[src/rtl/seg7_scan4_pkg.sv]
// Shared constants and types for the 4-digit multiplexed seven-segment driver.
package seg7_scan4_pkg;

  // All segments dark (active-low pattern).
  localparam logic [6:0] SEG_OFF = 7'h7F;

  // Hex glyph table, {g,f,e,d,c,b,a} active-low; index 0 is the rightmost entry.
  localparam logic [15:0][6:0] HEX_SEG = {
    7'h0E, 7'h06, 7'h21, 7'h46,   // F E d C
    7'h03, 7'h08, 7'h10, 7'h00,   // b A 9 8
    7'h78, 7'h02, 7'h12, 7'h19,   // 7 6 5 4
    7'h30, 7'h24, 7'h79, 7'h40    // 3 2 1 0
  };

  typedef logic [1:0] digit_idx_t;

endpackage

[src/rtl/seg7_scan4_hex_lut.sv]
// Combinational nibble to seven-segment (active-low) decoder.
module seg7_hex_lut
  import seg7_scan4_pkg::*;
(
  input  logic [3:0] nib_i,
  output logic [6:0] seg_o
);

  // Straight table lookup; every nibble value has a glyph.
  always_comb begin
    seg_o = HEX_SEG[nib_i];
  end

endmodule

[src/rtl/seg7_scan4.sv]
// Time-multiplexed 4-digit common-anode display driver with anti-ghost
// blanking, optional leading-zero suppression and frame-synchronous update.
module seg7_scan4
  import seg7_scan4_pkg::*;
#(
  parameter int REFRESH_DIV  = 50000,
  parameter int BLANK_CYCLES = 2
) (
  input  logic        clk,
  input  logic        rst,
  input  logic [15:0] value,
  input  logic        value_valid,
  input  logic [3:0]  dp_in,
  input  logic        blank_lz,
  output logic [3:0]  an,
  output logic [6:0] seg,
  output logic        dp
);

  localparam int TICK_W = (REFRESH_DIV > 2) ? $clog2(REFRESH_DIV) : 1;
  localparam logic [TICK_W-1:0] TICK_MAX = TICK_W'(REFRESH_DIV - 1);

  logic [TICK_W-1:0] tick_q, tick_d;
  digit_idx_t        digit_q, digit_d;
  logic [15:0]       shadow_q, shadow_d;
  logic [15:0]       active_q, active_d;
  logic [3:0]        an_q, an_d;
  logic [6:0]        seg_q, seg_d;
  logic              dp_q, dp_d;

  logic              tick_wrap;
  logic              frame_end;
  logic              in_blank;
  logic              lead_zero;
  logic [3:0]        cur_nib;
  logic [6:0]        cur_glyph;

  assign tick_wrap = (tick_q == TICK_MAX);
  assign frame_end = tick_wrap && (digit_q == 2'd3);
  assign in_blank  = (int'(tick_q) < BLANK_CYCLES);
  assign cur_nib   = active_q[{digit_q, 2'b00} +: 4];

  // A digit is a leading zero when it and every digit above it are zero;
  // digit 0 always shows so a zero value still reads "0".
  assign lead_zero = blank_lz && (digit_q != 2'd0) &&
                     ((active_q >> {digit_q, 2'b00}) == 16'h0000);

  seg7_hex_lut u_lut (
    .nib_i (cur_nib),
    .seg_o (cur_glyph)
  );

  // Scan counters and the shadow/active value pair; active only changes at
  // the 3->0 frame boundary so a frame never mixes two values.
  always_comb begin
    tick_d   = tick_wrap ? '0 : tick_q + 1'b1;
    digit_d  = tick_wrap ? digit_idx_t'(digit_q + 2'd1) : digit_q;
    shadow_d = value_valid ? value : shadow_q;
    active_d = active_q;
    if (frame_end) begin
      active_d = value_valid ? value : shadow_q;
    end
  end

  // Output pattern for the current scan position, registered one cycle later.
  always_comb begin
    an_d  = 4'b1111;
    seg_d = SEG_OFF;
    dp_d  = 1'b1;
    if (!in_blank) begin
      an_d  = ~(4'b0001 << digit_q);
      seg_d = lead_zero ? SEG_OFF : cur_glyph;
      dp_d  = ~dp_in[digit_q];
    end
  end

  // State and output registers with synchronous reset to a dark display.
  always_ff @(posedge clk) begin
    if (rst) begin
      tick_q   <= '0;
      digit_q  <= 2'd0;
      shadow_q <= 16'h0000;
      active_q <= 16'h0000;
      an_q     <= 4'b1111;
      seg_q    <= SEG_OFF;
      dp_q     <= 1'b1;
    end else begin
      tick_q   <= tick_d;
      digit_q  <= digit_d;
      shadow_q <= shadow_d;
      active_q <= active_d;
      an_q     <= an_d;
      seg_q    <= seg_d;
      dp_q     <= dp_d;
    end
  end

  assign an  = an_q;
  assign seg = seg_q;
  assign dp  = dp_q;

endmodule

[config.mk]
export PLATFORM = sky130hd
export DESIGN_NAME = seg7_scan4
export DESIGN_NICKNAME = d
export VERILOG_FILES = /design/src/rtl/seg7_scan4_pkg.sv /design/src/rtl/seg7_scan4_hex_lut.sv /design/src/rtl/seg7_scan4.sv
export SDC_FILE = /design/constraint.sdc
export NUM_CORES = 1
export LEC_CHECK = 0
export ABC_AREA = 1
export CORE_ASPECT_RATIO = 1.5
export CORE_MARGIN = 1
export CORE_UTILIZATION = 60
export DETAILED_ROUTE_END_ITERATION = 12
export PLACE_DENSITY_LB_ADDON = 0.08
export SETUP_SLACK_MARGIN = 0.5
export SLEW_MARGIN = 20
export SYNTH_ARGS = -nofsm -noshare
export SYNTH_HDL_FRONTEND = slang
export SYNTH_SLANG_ARGS = --single-unit
export TNS_END_PERCENT = 5
[constraint.sdc]
create_clock -name clk -period 4.3 [get_ports clk]
set_input_delay 0.86 -clock clk [delete_from_list [all_inputs] [get_ports clk]]
set_output_delay 0.86 -clock clk [all_outputs]
set_load 0.05 [all_outputs]
==> summary.txt, run 1 <==
Global route
  • Grt total ovfl: 0
  • GRT Util Overall: 0.237
  • Pin count of the biggest net entering global routing: 33
  • Initial antenna violation count: 0
  • Vias in the first global route: 2489
  • First-pass GRT wire length: 9620 um

Pwr
  • Sequential power share: 0.511
  • P_leak: 1.72 nW
  • Net Switching: 0.294 mW
  • Worst VDD drop: 0.000278 V
  • Clock power frac: 0.396
  • PD cells: 326 mW/mm^2
  • Internal: 0.877 mW
  • Sw frac: 0.251
  • Comb pwr share: 0.093

Detailed routing
  • DR WL/cell: 10.2 um
  • DR pass1 iterations: 4
  • Vias per cell: 4.78
  • Post-Route WL: 5850 um
  • DR vias: 2734
  • Initial DRC count: 110
  • DRC violations left: 0
  • Remaining antenna violation count: 0

Die
  • Rows: 31
  • Die width: 60.2 um
  • IO Count: 36
  • Chip Height: 89.4 um
  • Initial Util: 0.630
  • Core Area: 0.00485 sq mm
  • Die Area: 0.00538 sq mm

Synthesis
  • Post-synth top area share: 0.407
  • Main combinational cell family by area after synthesis: simple AND/OR/NAND/NOR gates
  • Ys async rst share: 0
  • Post-synthesis register bit count: 62
  • Top-count cell post-synth: nand2_1
  • Post-synthesis cell type count: 25
  • Synthesized area per cell: 6.54 sq um
  • Top cells by area, synth: dfxtp_1, nand2_1, inv_1, nor2_1, nand3_1
  • Yosys synthesis warning count: 0
  • Adder-cell share of the synthesized area: 0.0410
  • Post-Synth Simple-Gate Area: 0.310
  • Area leader, netlist: dfxtp_1
  • Syn_nets: 501
  • Register area share after synthesis: 0.407
  • Syn Std Cell Area: 0.00305 sq mm
  • Complex-gate fraction of the synthesized area: 0.0811
  • Post-synth EDFFs: 0
  • Synth Area in XOR/XNOR: 0.0172
  • Mux share of post-synthesis cell area: 0
  • Dominant synthesized flop cell: dfxtp_1
  • Post-synth top cells: nand2_1, inv_1, nor2_1, dfxtp_1, nand3_1
  • Synthesized netlist cell count: 467

Critical path
  • CP max FO: 20
  • CP endpoint kind: register
  • Worst EP required: 4.50 ns
  • Reg2reg setup slack: 1.97 ns
  • CP Launch Type: input pin
  • Critical Path AT: 2.54 ns
  • Critical path class: input pin to register

Place
  • Buffers on Ports: 35
  • DP Wirelength: 4130 um
  • RePlAce Congestion: 0.880
  • Pre-CTS WS: 1.66 ns

Min path
  • Min-delay worst type: register to register

STA
  • Worst hold slack: 0.462 ns
  • Final critical-path share of the clock period: 0.545
  • Setup_tns: 0 ns
  • Fin. max-slew vios: 0
  • # setup viols final: 0
  • Fmax: 427 MHz
  • Fin crit period: 2.34 ns
  • Clock skew: 0.00942 ns
  • Final Hold Fails: 0
  • Actual slew at the worst max-slew pin: 0.850 ns
  • Unrepaired setup endpoints after global routing: false
  • Rel. slew slack: 0.432
  • Final WS setup: 1.96 ns

Final layout
  • Fill cells: 405
  • Layout area overhead: 17.8%
  • Share of cells above drive strength 1: 0.0514
  • Area of the multi-input gates: 0.00137 sq mm
  • Post-layout nets: 535
  • Register area: 0.00124 sq mm
  • # diodes: 0

Clock network
  • Clock sink count: 62
  • CTS clk-pin slew, worst paths: 0.07 ns
  • Setup Buffers After CTS: 0
  • H-tree Lvls: 3
  • Worst-Skew Late Latency: 0.34 ns
  • Num CTS Buffers: 9
  • Clk buf depth: 2
  • Root Buffer: clkbuf_8
  • Post_cts resized: 0
  • CTS tree: yes
  • Post-CTS Hold Buffers: 0

Run
  • Max cap viols: 0

Outcome
  • Outcome: completed
==> state kept, by name, summed over array words and instances (netlist names) <==
register,cells
active_q,16
seg,7
dp,1
digit_q,2
an,4
shadow_q,16
tick_q,16
==> cell families after synthesis <==
| kind of cell | Yosys count |
|---|---|
| buf+inv | 108 |
| flops | 62 |
| xor+xnor | 6 |
| fa+ha+maj | 10 |
| simple gates | 232 |
| compound gates | 49 |
==> worst paths after layout <==
path / start / endpoint / depth (start not counted)
hold / removal: tick_q[0]$_SDFF_PP0_ / tick_q[0]$_SDFF_PP0_ / 1
setup / recovery: rst / seg[6]$_SDFF_PP1_ / 6
hold reg to reg: tick_q[0]$_SDFF_PP0_ / tick_q[0]$_SDFF_PP0_ / 1
setup reg to reg: digit_q[0]$_SDFFE_PP0P_ / seg[6]$_SDFF_PP1_ / 11
==> routing by layer <==
metal  global-route usage  vias up  share of wire
met2                0.417       63           0.52
li1                     -     1469              -
met4                0.133        0          0.034
met1                0.244     1180           0.42
met5                    0        -              0
met3               0.0680       22          0.030
==> cells in the final DEF (no fill, tap or decap), drive strengths merged <==
cell	n
nand2	126
nand3	29
a22oi	1
dfxtp	62
buf	1
nand3b	1
nor2	69
ha	10
xor2	5
inv	95
nor3	5
nand4	2
o21ai	36
clkinvlp	2
clkdlybuf4s50	35
a21oi	12
clkinv	3
clkbuf	11
xnor2	1
==> cell type report <==
type	instances	share of cell area
clock buffer	11	0.0421
sequential	62	0.345
timing repair buffer	36	0.0995
multi-input combinational	297	0.382
clock inverter	5	0.00939
inverter	95	0.0992
tap	66	0.0230
==> worst max-delay path, cell delays in order <==
cell	delay, ns
clkdlybuf4s50_1	0.39
buf_4	0.19
inv_1	0.41
nand2_1	0.14
a21oi_1	0.41
nand2_1	0.12
==> power groups by stage <==
stage	combinational [mW]	sequential (mW)	clock, mW
after floorplan	0.0442	0.633	0
after global routing	0.122	0.600	0.493
after global placement	0.106	0.611	0
after detailed placement	0.108	0.612	0
after CTS	0.110	0.599	0.471
final	0.109	0.598	0.464
==> per-stage QoR <==
step / area (sq um) / util / power [mW] / instances
detailed placement: 3410 / 0.703 / 0.720 / 556
floorplan: 3050 / - / 0.677 / 467
global route: 3600 / 0.742 / 1.22 / 572
finish: 3600 / 0.742 / 1.17 / 572
global placement: 3410 / 0.703 / 0.717 / 556
CTS: 3600 / 0.742 / 1.18 / 572
(Power assumes the default switching activity.)
==> inputs of run 2 (changes only) <==
Settings changed: CORE_UTILIZATION 60 to 56.
Clock period 4.3 ns to 2.4 ns, I/O delays scaled along.
==> run 2 against run 1 <==
Net effect: power is 86% higher; clock skew is 0.00092 ns higher; flip-flop and latch count stayed put; setup slack worse by 1.5 ns; sequential power is 79% higher; critical path depth is 5 lower; clock power is 97% higher; utilization is 2.8 points lower; first-iteration DRC count is 21% higher; hold slack worse by 0.0063 ns; cell count is 2.4% higher; global-route usage is 0.85 points lower.
==> summary.txt, run 2 (synthesized netlist as in run 1, its figures left out) <==
Pwr
  • P_leak: 1.78 nW (+3.6%)
  • Comb pwr share: 0.090 (-0.003)
  • Sw frac: 0.230 (-0.0211)
  • Worst VDD drop: 0.000702 V (+150%)
  • Clock power frac: 0.419 (+0.023)
  • Net Switching: 0.503 mW (+71%)
  • Internal: 1.68 mW (+92%)
  • Sequential power share: 0.491 (-0.020)
  • PD cells: 588 mW/mm^2 (+80%)

Critical path
  • Critical path's top delay family: buffers and inverters
  • Worst setup startpoint: seg[0]$_SDFF_PP1_
  • CP max stage delay: 0.79 ns (+0.38 ns)
  • Critical Path AT: 1.42 ns (-1.12 ns)
  • CP max FO: 1 (-95%)
  • RR Startpoint: digit_q[0]$_SDFFE_PP0P_
  • Critical path class: register to output port
  • CP Launch Type: register
  • CP max-delay cell: clkdlybuf4s50_1
  • Worst EP required: 1.92 ns (-2.58 ns)
  • Crit path cell chain: clkdlybuf4s50_1
  • CP endpoint kind: output port
  • Buf+Inv Stages, Crit Path: 1 (-2)

Final layout
  • Top Registers: active_q: 16 flops, shadow_q: 16 flops, tick_q: 16 flops
  • Share of cells above drive strength 1: 0.0753 (+0.0239)
  • Layout area overhead: 21.7%
  • Design area: 0.00371 sq mm (+3.3%)
  • Most frequent cells in the layout: nand2_1, inv_1, nor2_1
  • Post-layout nets: 547 (+2.2%)
  • Fill cells: 457 (+13%)
  • Commonest non-fill, non-tap cell in the layout: nand2_1
  • # diodes: 0 (unchanged)
  • Final core occ: 0.714 (-0.0280)

STA
  • Unrepaired setup endpoints after global routing: true
  • Rel. slew slack: 0.664 (+0.232)
  • Worst hold slack: 0.455 ns (-0.00632 ns)
  • Fmax: 527 MHz
  • Fin. max-slew vios: 0 (unchanged)
  • Final critical-path share of the clock period: 0.791
  • Final Hold Fails: 0 (unchanged)
  • Setup_tns: 0 ns (unchanged)
  • Actual slew at the worst max-slew pin: 0.504 ns (-0.346 ns)
  • Fin crit period: 1.90 ns
  • # setup viols final: 0 (unchanged)
  • Final WS setup: 0.502 ns (-1.46 ns)
  • Clock skew: 0.0103 ns (+0.000922 ns)

Die
  • Initial Util: 0.587 (-0.0431)
  • Rows: 32 (+3.2%)
  • Die Area: 0.00576 sq mm (+6.9%)
  • Die width: 62.3 um (+3.4%)
  • Chip Height: 92.4 um (+3.4%)
  • Core Area: 0.00520 sq mm (+7.4%)
  • IO Count: 36 (unchanged)

Global route
  • Pin count of the biggest net entering global routing: 33 (unchanged)
  • Initial antenna violation count: 0 (unchanged)
  • Grt total ovfl: 0 (unchanged)
  • GRT Util Overall: 0.228 (-0.00850)
  • First-pass GRT wire length: 10600 um (+9.8%)
  • Vias in the first global route: 2544 (+2.2%)

Clock network
  • CTS clk-pin slew, worst paths: 0.07 ns (about the same)
  • Clock sink count: 62 (unchanged)
  • H-tree Lvls: 3 (unchanged)
  • Worst-Skew Late Latency: 0.33 ns (about the same)
  • Post-CTS Hold Buffers: 0 (unchanged)
  • CTS tree: yes
  • Num CTS Buffers: 9 (unchanged)
  • Root Buffer: clkbuf_8
  • Clk buf depth: 2 (unchanged)

Run
  • Max cap viols: 0 (unchanged)

Place
  • RePlAce Congestion: 0.866 (-1.5%)
  • Pre-CTS WS: 0.562 ns (-1.10 ns)
  • DP Wirelength: 4240 um (+2.8%)
  • Buffers on Ports: 35 (unchanged)
  • Cell Area, Placed: 0.00346 sq mm (+1.4%)

Detailed routing
  • DRC violations left: 0 (unchanged)
  • Initial DRC count: 133 (+21%)
  • DR WL/cell: 9.98 um (-2.4%)
  • DR vias: 2749 (+0.55%)
  • Post-Route WL: 5850 um (about the same)
  • Remaining antenna violation count: 0 (unchanged)
  • DR pass1 iterations: 4 (unchanged)
  • Vias per cell: 4.69 (-1.9%)

Min path
  • Hold Path Origin: tick_q[0]$_SDFF_PP0_
  • Min-delay worst type: register to register

Outcome
  • Outcome: completed
run 2: path summary, 6_finish.rpt:
path / endpoint / slack (ns) / cells after the start
worst max register to register: seg[0]$_SDFF_PP1_ / 0.65 / 12
worst min-delay path: tick_q[0]$_SDFF_PP0_ / 0.46 / 1
worst min register to register: tick_q[0]$_SDFF_PP0_ / 0.46 / 1
worst max-delay path: seg[0] / 0.50 / 1
run 2: metrics by stage:
stage	total power, mW	instances
after global routing	2.28	586
final	2.18	586
after floorplan	1.21	467
after CTS	2.20	580
after detailed placement	1.29	564
after global placement	1.29	564
run 2: area by class of cell:
class,instances,area [sq um],share of cell area
Clock buffer,13,159,0.0428
Clock inverter,3,42.5,0.0115
Inverter,95,360,0.0970
Multi-Input combinational cell,297,1380,0.370
Sequential cell,62,1240,0.334
Tap cell,68,85.1,0.0229
Timing Repair Buffer,47,445,0.120
Timing Repair inverter,1,5.00,0.00135
run 2: power by group through the flow:
stage               Clock (mW)  Sequential, mW  Combinational [mW]
floorplan                    0            1.13              0.0791
global placement             0            1.09               0.196
detailed placement           0            1.10               0.199
CTS                      0.934            1.07               0.198
global route             0.981            1.08               0.220
finish                   0.915            1.07               0.197
run 2: routing by layer:
layer,vias to the layer above,wire (um),GRT usage
met1,1200,2470,0.245
met5,-,0,0
met4,0,93,0.112
met2,49,3140,0.421
met3,9,152,0.0443
li1,1491,-,-
run 2: repair_timing:
| item | 4_1_cts | 5_1_grt |
|---|---|---|
| setup buffers | 0 | 5 |
| gates resized for setup | 1 | 5 |
| setup endpoints to repair | 12 | 18 |
| cloned | 0 | 1 |
==> inputs of run 3 (changes only) <==
Clock period 2.4 ns to 1.95 ns, I/O delays scaled along.
==> run 3 against run 2 <==
Net effect: combinational power up 29%; hold slack about the same; clock power up 31%; cell count up 0.85%; sequential share of layout area down 2.3 points; via count up 4.6%; non-clock buffer count up 5; clock skew down 0.0015 ns; first-iteration DRC count up 26%; utilization up 5.9 points; critical endpoint is now active_q[9]$_SDFFE_PP0P_.
==> summary.txt, run 3 (synthesized netlist as in run 1, its figures left out) <==
STA
  • Final Hold Fails: 0 (unchanged)
  • Fmax: 646 MHz
  • Fin crit period: 1.55 ns
  • Rel. slew slack: 0.681 (+0.0174)
  • Actual slew at the worst max-slew pin: 0.480 ns (-0.0234 ns)
  • Setup_tns: 0 ns (unchanged)
  • # setup viols final: 0 (unchanged)
  • Fin. max-slew vios: 0 (unchanged)
  • Final WS setup: 0.402 ns (-0.0996 ns)
  • Unrepaired setup endpoints after global routing: true
  • Final critical-path share of the clock period: 0.794
  • Clock skew: 0.00884 ns (-0.00151 ns)

Min path
  • Hold Path End: tick_q[0]$_SDFF_PP0_
  • Hold Path Origin: tick_q[0]$_SDFF_PP0_
  • Min-delay worst type: register to register
  • Worst Hold Depth: 1 (unchanged)

Place
  • DP Wirelength: 4200 um (-0.95%)
  • Pre-CTS WS: 0.179 ns (-0.383 ns)
  • Buffers on Ports: 35 (unchanged)
  • RePlAce Congestion: 0.946 (+9.2%)
  • Cell Area, Placed: 0.00347 sq mm (+0.40%)

Clock network
  • Num CTS Buffers: 9 (unchanged)
  • Post-CTS Hold Buffers: 0 (unchanged)
  • Clk buf depth: 2 (unchanged)
  • Clock sink count: 62 (unchanged)
  • Root Buffer: clkbuf_8
  • CTS clk-pin slew, worst paths: 0.07 ns (about the same)
  • H-tree Lvls: 3 (unchanged)
  • Worst-Skew Late Latency: 0.35 ns (+0.02 ns)
  • CTS tree: yes

Global route
  • GRT Util Overall: 0.243 (+0.0149)
  • First-pass GRT wire length: 11100 um (+5.0%)
  • Vias in the first global route: 2646 (+4.0%)
  • Pin count of the biggest net entering global routing: 33 (unchanged)
  • Initial antenna violation count: 0 (unchanged)
  • Grt total ovfl: 0 (unchanged)

Critical path
  • Worst EP required: 2.19 ns (+0.27 ns)
  • CP endpoint kind: register
  • Critical path class: register to register
  • RR Startpoint: tick_q[8]$_SDFF_PP0_
  • CP max FO: 8 (+7)
  • Reg2reg setup slack: 0.40 ns (-0.25 ns)
  • Crit path cell chain: nand2_2 > inv_2 > nand2_1 > nor2_2 > nand3_4 > buf_12 > o21ai_0 > nor2_1
  • CP max-delay cell: dfxtp_1
  • CP max stage delay: 0.42 ns (-0.37 ns)
  • Worst setup startpoint: tick_q[8]$_SDFF_PP0_
  • CP Launch Type: register
  • R2R Path End: active_q[9]$_SDFFE_PP0P_
  • Critical Path AT: 1.78 ns (+0.36 ns)
  • R2r worst-path depth: 8 (-4)

Detailed routing
  • DR pass1 iterations: 5 (+1)
  • Remaining antenna violation count: 0 (unchanged)
  • DRC violations left: 0 (unchanged)
  • Post-Route WL: 6870 um (+17%)
  • DR vias: 2875 (+4.6%)
  • DR WL/cell: 11.6 um (+16%)
  • Initial DRC count: 167 (+26%)
  • Vias per cell: 4.86 (+3.7%)

Outcome
  • Outcome: completed

Die
  • Initial Util: 0.587 (unchanged)
  • Chip Height: 92.4 um (unchanged)
  • IO Count: 36 (unchanged)
  • Rows: 32 (unchanged)
  • Die Area: 0.00576 sq mm (unchanged)
  • Core Area: 0.00520 sq mm (unchanged)
  • Die width: 62.3 um (unchanged)

Final layout
  • Most frequent cells in the layout: nand2_1, inv_1, nor2_1
  • Area of the multi-input gates: 0.00154 sq mm (+12%)
  • Fill cells: 387 (-15%)
  • Register area: 0.00125 sq mm (+0.71%)
  • Layout area overhead: 31.7%
  • Post-layout nets: 552 (+0.91%)
  • Commonest non-fill, non-tap cell in the layout: nand2_1
  • Top Registers: active_q: 16 flops, shadow_q: 16 flops, tick_q: 16 flops
  • Share of cells above drive strength 1: 0.157 (+0.0815)
  • Design area: 0.00402 sq mm (+8.2%)
  • # diodes: 0 (unchanged)

Pwr
  • Clock power frac: 0.433 (+0.014)
  • Net Switching: 0.640 mW (+27%)
  • Worst VDD drop: 0.000646 V (-7.9%)
  • Comb pwr share: 0.091 (about the same)
  • P_leak: 1.90 nW (+6.6%)
  • Sw frac: 0.230 (about the same)
  • PD cells: 691 mW/mm^2 (+18%)
  • Internal: 2.14 mW (+27%)
  • Sequential power share: 0.475 (-0.016)

Run
  • Max cap viols: 0 (unchanged)
==> run 3: timing repair <==
action                     CTS  global route
hold endpoints to repair     0             0
cloned                       1             3
pin swaps                    5            10
gates resized for setup     41            40
setup endpoints to repair   51            51
buffers inserted             9             1
==> run 3: worst max path at each step <==
stage	endpoint	slack (ns)	depth (start not counted)
2_1_floorplan	seg[0]$_SDFF_PP1_	0.43	12
3_3_place_gp	seg[0]$_SDFF_PP1_	0.28	11
3_5_place_dp	seg[4]$_SDFF_PP1_	0.18	11
4_1_cts	active_q[7]$_SDFFE_PP0P_	0.41	9
5_1_grt	active_q[9]$_SDFFE_PP0P_	0.33	8
6_report	active_q[9]$_SDFFE_PP0P_	0.40	8
==> run 3: power groups by stage <==
stage / sequential (mW) / combinational, mW / clock [mW]
5_1_grt: 1.32 / 0.284 / 1.28
3_5_place_dp: 1.35 / 0.245 / 0
2_1_floorplan: 1.40 / 0.0981 / 0
6_report: 1.32 / 0.254 / 1.20
4_1_cts: 1.32 / 0.246 / 1.22
3_3_place_gp: 1.35 / 0.242 / 0
==> run 3: critical path, delay by kind of cell (launching register included) <==
kind | cells | cell delay (ns)
buffers and inverters | 2 | 0.25
AND/OR/NAND/NOR | 5 | 0.58
flip-flops | 1 | 0.42
AO/OA/AOI/OAI | 1 | 0.17
==> run 3: through the flow <==
stage	hold slack [ns]	total power, mW	utilization	instances
6_report	0.455	2.78	0.772	591
5_1_grt	0.476	2.88	0.772	591
4_1_cts	0.427	2.78	0.732	587
3_5_place_dp	0.458	1.59	0.667	561
3_3_place_gp	0.434	1.59	0.667	561
2_1_floorplan	0.418	1.49	-	467
==> run 3: layout make-up <==
cell class / instances / share of cell area
multi-input cells: 298 / 0.384
flip-flops and latches: 62 / 0.311
repair buffers: 52 / 0.137
well taps: 68 / 0.0212
clock buffers: 13 / 0.0445
clock inverters: 3 / 0.00996
inverters: 95 / 0.0918
==> run 3: metal layers <==
| metal | up-vias | wire (um) | global-route usage | part of all wire |
|---|---|---|---|---|
| met5 | - | 0 | 0 | 0 |
| li1 | 1505 | - | - | - |
| met3 | 19 | 254 | 0.0677 | 0.037 |
| met1 | 1282 | 2720 | 0.256 | 0.40 |
| met4 | 0 | 209 | 0.112 | 0.030 |
| met2 | 69 | 3690 | 0.442 | 0.54 |
